[config.mk]
export PLATFORM = sky130hd
export DESIGN_NAME = arp_rx
export DESIGN_NICKNAME = d
export VERILOG_FILES = /design/src/rtl/arp_rx.sv
export SDC_FILE = /design/constraint.sdc
export NUM_CORES = 1
export LEC_CHECK = 0
export CORE_MARGIN = 5
export CORE_UTILIZATION = 55
export DETAILED_ROUTE_END_ITERATION = 12
export GPL_TIMING_DRIVEN = 0
export PLACE_DENSITY = 0.85
export SLEW_MARGIN = 10
export SYNTH_ARGS = -nofsm -noshare
export SYNTH_HDL_FRONTEND = slang
export SYNTH_SLANG_ARGS = --single-unit
[constraint.sdc]
create_clock -name clk -period 15.9 [get_ports clk]
set_input_delay 3.975 -clock clk [delete_from_list [all_inputs] [get_ports clk]]
set_output_delay 3.975 -clock clk [all_outputs]
set_load 0.005 [all_outputs]
[src/rtl/arp_rx.sv]
// Receive-side ARP parser: validates a 28-byte ARP body and writes the sender
// IP->MAC binding into the ip2mac cache, flagging requests aimed at this host.
module arp_rx #(
  parameter int CNT_W = 16
) (
  input  logic             clk,
  input  logic             reset,
  input  logic [31:0]      local_ip,
  input  logic [7:0]       rx_data,
  input  logic             rx_valid,
  input  logic             rx_sof,
  input  logic             rx_eof,
  output logic [31:0]      ip_i,
  output logic [47:0]      mac_i,
  output logic             wea,
  output logic             reply_req,
  output logic [31:0]      peer_ip,
  output logic [47:0]      peer_mac,
  output logic [CNT_W-1:0] ok_cnt,
  output logic [CNT_W-1:0] drop_cnt
);

  typedef enum logic [1:0] {IDLE, PARSE, DROP, COMMIT} state_t;

  state_t      state, state_n;
  logic [4:0]  cnt, off, cnt_n;
  logic [47:0] sha, sha_n;
  logic [31:0] spa, spa_n;
  logic        oper_req, oper_req_n;
  logic        tpa_hit, tpa_hit_n;
  logic        byte_ok, wr_ok, load, commit_go;
  logic [1:0]  drop_inc;

  // Fixed header bytes; offsets past the OPER field carry no constraint.
  function automatic logic field_ok(input logic [4:0] o, input logic [7:0] b);
    case (o)
      5'd0, 5'd3, 5'd6: field_ok = (b == 8'h00);
      5'd1:             field_ok = (b == 8'h01);
      5'd2:             field_ok = (b == 8'h08);
      5'd4:             field_ok = (b == 8'h06);
      5'd5:             field_ok = (b == 8'h04);
      5'd7:             field_ok = (b == 8'h01) || (b == 8'h02);
      default:          field_ok = 1'b1;
    endcase
  endfunction

  function automatic logic [7:0] ip_byte(input logic [4:0] o, input logic [31:0] ip);
    case (o[1:0])
      2'd0:    ip_byte = ip[31:24];
      2'd1:    ip_byte = ip[23:16];
      2'd2:    ip_byte = ip[15:8];
      default: ip_byte = ip[7:0];
    endcase
  endfunction

  function automatic logic [CNT_W-1:0] sat_add(input logic [CNT_W-1:0] c,
                                               input logic [1:0]       inc);
    logic [CNT_W:0] s;
    s = {1'b0, c} + {{(CNT_W-1){1'b0}}, inc};
    sat_add = s[CNT_W] ? {CNT_W{1'b1}} : s[CNT_W-1:0];
  endfunction

  // Per-beat datapath: a sof beat always restarts at offset 0.
  always_comb begin
    off        = rx_sof ? 5'd0 : cnt;
    cnt_n      = (off == 5'd28) ? 5'd28 : off + 5'd1;
    byte_ok    = field_ok(off, rx_data);
    sha_n      = sha;
    spa_n      = spa;
    oper_req_n = oper_req;
    tpa_hit_n  = rx_sof ? 1'b1 : tpa_hit;
    if (off >= 5'd8 && off <= 5'd13)
      sha_n = {sha[39:0], rx_data};
    if (off >= 5'd14 && off <= 5'd17)
      spa_n = {spa[23:0], rx_data};
    if (off == 5'd7)
      oper_req_n = (rx_data == 8'h01);
    if (off >= 5'd24 && off <= 5'd27 && rx_data != ip_byte(off, local_ip))
      tpa_hit_n = 1'b0;
    wr_ok = (spa_n != 32'd0) && !sha_n[40];
  end

  always_comb begin
    state_n   = (state == COMMIT) ? IDLE : state;
    load      = 1'b0;
    drop_inc  = 2'd0;
    commit_go = 1'b0;
    if (rx_valid) begin
      if (rx_sof) begin
        load = 1'b1;
        if (state == PARSE || state == DROP)
          drop_inc = 2'd1;
        if (rx_eof) begin
          drop_inc = drop_inc + 2'd1;
          state_n  = IDLE;
        end else begin
          state_n = byte_ok ? PARSE : DROP;
        end
      end else if (state == PARSE) begin
        load = 1'b1;
        if (rx_eof) begin
          if (byte_ok && off >= 5'd27) begin
            commit_go = 1'b1;
            state_n   = COMMIT;
            if (!wr_ok)
              drop_inc = 2'd1;
          end else begin
            drop_inc = 2'd1;
            state_n  = IDLE;
          end
        end else if (!byte_ok) begin
          state_n = DROP;
        end
      end else if (state == DROP && rx_eof) begin
        drop_inc = 2'd1;
        state_n  = IDLE;
      end
    end
  end

  always_ff @(posedge clk) begin
    if (load) begin
      sha <= sha_n;
      spa <= spa_n;
    end
  end

  // Commit outputs are registered at the eof edge, so they show in the COMMIT cycle.
  always_ff @(posedge clk) begin
    if (reset) begin
      state     <= IDLE;
      cnt       <= 5'd0;
      oper_req  <= 1'b0;
      tpa_hit   <= 1'b0;
      ip_i      <= 32'd0;
      mac_i     <= 48'd0;
      wea       <= 1'b0;
      reply_req <= 1'b0;
      peer_ip   <= 32'd0;
      peer_mac  <= 48'd0;
      ok_cnt    <= '0;
      drop_cnt  <= '0;
    end else begin
      state     <= state_n;
      wea       <= 1'b0;
      reply_req <= 1'b0;
      if (load) begin
        cnt      <= cnt_n;
        oper_req <= oper_req_n;
        tpa_hit  <= tpa_hit_n;
      end
      if (drop_inc != 2'd0)
        drop_cnt <= sat_add(drop_cnt, drop_inc);
      if (commit_go && wr_ok) begin
        wea    <= 1'b1;
        ip_i   <= spa_n;
        mac_i  <= sha_n;
        ok_cnt <= sat_add(ok_cnt, 2'd1);
        if (oper_req_n && tpa_hit_n) begin
          reply_req <= 1'b1;
          peer_ip   <= spa_n;
          peer_mac  <= sha_n;
        end
      end
    end
  end

endmodule
==> results.yml <==
status:
  status: "finished clean"
synth:
  synth_ff_type: "dfxtp_1"
  yosysMostFrequentCell: "dfxtp_1"
  syn_area_sq_um: 11870
  synthTopCellsByCount: "dfxtp_1 (203), inv_1 (178), nor2_1 (111)"
  synth.distinct_cells: 65
  yosysSeqAreaShare_pct: 54.47
  syn-mean-instance-area_sq_um: 10.23
  syn_inst: 1161
  synthArstFlopShare_pct: 0
  netlist_top_cells_area: "dfxtp_1 (34%), edfxtp_1 (20%), mux2i_1 (6.6%)"
  yosys.area.top_type: "dfxtp_1"
  ys_ff_latch: 283
  synth-edff-count: 80
  yosysTopAreaCellShare_pct: 34.23
  yosysWarnings: 0
  syn-num-nets: 1217
final_layout:
  multiInputGateArea_sq_um: 4358
  seqCellArea_sq_um: 6466
  area_growth_pct: 31.09
  final_util_pct: 73.57
  nNetsFinal: 1482
  num-fill-cells: 1438
  design_area_sq_um: 15560
  drive_gt1_share_pct: 6.423
timing:
  setup_viol_count_final: 0
  worst_slew_pin_slew_ns: 0.8877
  slew_violations: 0
  tns_ns: 0
  period_minus_slack_ns: 9.455
  finalWorstSetupSlack_ns: 6.445
  fmax_mhz: 105.8
  slew_headroom_pct: 40.82
  finalClockSkew_ns: 0.01122
  hold_viol_final: 0
  period_share_pct: 59.47
  rsz0062_at_grt: "no"
clock_network:
  clk_pin_slew_ns: 0.06
  postCtsHoldBufs: 0
  cts_setup_buffers: 0
  ctsResizeCount: 0
  clk_latency_ns: 0.54
  numClockSinks: 283
  cts_buffer_depth: 3
  cts_made_buffers: 28
  cts-root-buf: "clkbuf_16"
  htree_levels: 1
  cts_tree: "yes"
floorplanning:
  initial_core_util_pct: 56.12
  die_x_microns: 156.9
  dieArea_sq_um: 24620
  die_h_microns: 156.9
  rows: 53
  io_pins: 239
  core_area_sq_um: 21150
global_routing:
  globalRouteTotalUtil_pct: 28.17
  antenna_found_initial: 3
  grt-ovfl-total: 0
  grt_max_degree: 49
  grt_pass1_vias: 10280
  grt_first_pass_wirelength_microns: 55140
placement:
  dp_hpwl_microns: 26150
  globalplace.congestion: 0.8685
  pre_cts_ws_ns: 5.976
  placed_area_sq_um: 14590
  portBuffers: 234
power_and_ir_drop:
  power_frac_comb_pct: 5.6
  vdd_drop_max_v: 0.00006569
  pwr-share-seq_pct: 50.0
  p_switching_uw: 341.2
  p_leak_nw: 5.739
  power_density_nw_per_um2: 98.01
  power.share.switching_pct: 22.37
  pwr-share-clk_pct: 44.4
  power.internal_mw: 1.184
worst_setup_path:
  critPathKind: "primary input to flip-flop"
  slowest_delay_ns: 0.67
  reg2reg_depth: 18
  cp_slowest_cell: "clkdlybuf4s50_1"
  crit_top_cell: "clkbuf_1"
  cp.required_ns: 16.34
  cp-end-kind: "flip-flop"
  worstSetupStartpointType: "primary input"
  path_buf_inv: 5
  crit_path_max_fanout: 10
  crit_family: "simple AND/OR/NAND/NOR gates"
  reg2reg_to: "drop_cnt[4]"
  crit_arrival_ns: 9.89
  path_cells: "clkdlybuf4s50_1 > clkbuf_1 > clkbuf_1 > nand2b_1 > ha_1 > o21ba_2 > o22ai_2 > mux2i_1 > a21oi_1 > nor3_1 > ha_1 > inv_1 > fa_1 > and3b_1 > nand4_1 > or2_2 > or3_1 > clkbuf_1 > and2_1 > a311oi_1"
  reg2reg_from: "cnt[0]"
  reg2reg_setup_slack_ns: 10.88
drt:
  dr_total_vias: 10310
  drc: 0
  dr.pass1.iters: 7
  routed_wl_microns: 36100
  drtIter0Drc: 761
  viasPerCell: 5.971
  routedWlPerCell_microns: 20.92
  ant_nets: 0
min_path:
  whs_endpoint: "peer_ip[10]"
  holdCritStartpoint: "peer_ip[10]"
  hold_path.class: "flip-flop to flip-flop"
  min_path_cells: 2
run:
  drv_cap: 0
-- metal layers --
layer	vias up	GRT usage [%]	share of wire, %
li1	4749	-	-
met3	71	6.599	9.9
met5	-	0	0
met2	514	45.97	47
met4	0	10.08	2.9
met1	4972	36.95	40
-- layout make-up --
class	count	share of cell area, %
Sequential cell	283	41.55
Multi-Input combinational cell	615	28.00
Timing Repair Buffer	235	15.23
Clock buffer	44	5.901
Inverter	178	4.309
Buffer	85	2.436
Tap cell	275	2.211
Clock inverter	8	0.3136
Antenna cell	3	0.04824
-- tightest hold or removal path, stage by stage (launching register included) --
cell and delay, ns:
dfxtp_1 0.31, inv_1 0.05, o32ai_1 0.07
-- worst max path at each step --
| stage | from | endpoint | slack, ns | cells past startpoint |
|---|---|---|---|---|
| after CTS | rx_sof | drop_cnt[4] | 6.53 | 20 |
| after global placement | rx_sof | drop_cnt[4] | 6.15 | 20 |
| final | rx_sof | drop_cnt[4] | 6.45 | 20 |
| after global routing | rx_sof | drop_cnt[4] | 6.06 | 20 |
| after detailed placement | rx_sof | drop_cnt[4] | 5.98 | 20 |
| after floorplan | rx_sof | drop_cnt[4] | 7.63 | 19 |
-- power groups by stage --
stage,registers (mW),logic (mW),clock network (mW)
floorplan,0.776,0.0478,0
detailed placement,0.779,0.0833,0
finish,0.763,0.0853,0.677
CTS,0.763,0.0840,0.682
global placement,0.779,0.0796,0
global route,0.764,0.0911,0.712
-- cells in the final DEF, fill, tap and decap left out, types with 4 or more instances in the layout --
| master | n |
|---|---|
| nor3b_1 | 6 |
| nand3_1 | 10 |
| nand2_1 | 18 |
| nor4_1 | 14 |
| o21ai_0 | 10 |
| nand4_1 | 9 |
| clkbuf_16 | 34 |
| clkinv_2 | 4 |
| buf_4 | 5 |
| a221o_1 | 8 |
| dfxtp_1 | 203 |
| a41oi_1 | 4 |
| a211oi_1 | 90 |
| clkbuf_1 | 59 |
| a31oi_1 | 9 |
| inv_1 | 177 |
| ha_1 | 10 |
| o2111ai_1 | 4 |
| nor3_1 | 12 |
| a21oi_1 | 37 |
| nor2b_1 | 4 |
| a311oi_1 | 14 |
| nor2_1 | 111 |
| and3_1 | 14 |
| nand2b_1 | 7 |
| clkdlybuf4s50_1 | 234 |
| buf_2 | 27 |
| o21a_1 | 5 |
| edfxtp_1 | 80 |
| and4_1 | 5 |
| and2_1 | 6 |
| o32ai_1 | 80 |
| mux2i_1 | 78 |
-- flip-flops by register name, summed over array words and instances, names as in the netlist --
| name | flops |
|---|---|
| cnt | 5 |
| drop_cnt | 16 |
| ip_i | 32 |
| mac_i | 48 |
| ok_cnt | 16 |
| oper_req | 1 |
| peer_ip | 32 |
| peer_mac | 48 |
| reply_req | 1 |
| sha | 48 |
| spa | 32 |
| state | 2 |
| tpa_hit | 1 |
| wea | 1 |
-- kinds of logic after synthesis --
logic type / Yosys count / share of synthesized area [%]
simple gates: 230 / 9.517
fa+ha+maj: 11 / 1.223
compound gates: 289 / 18.81
flops: 283 / 54.47
buf+inv: 263 / 8.822
xor+xnor: 4 / 0.2952
mux: 81 / 6.861
-- metrics by stage --
step,std cells,hold slack (ns),total power [mW]
2_1_floorplan,1161,0.4505,0.8237
3_3_place_gp,1670,0.4606,0.8586
3_5_place_dp,1671,0.4688,0.8620
4_1_cts,1723,0.4790,1.529
5_1_grt,1726,0.4895,1.567
6_report,1726,0.4793,1.525
(Power assumes the default switching activity.)
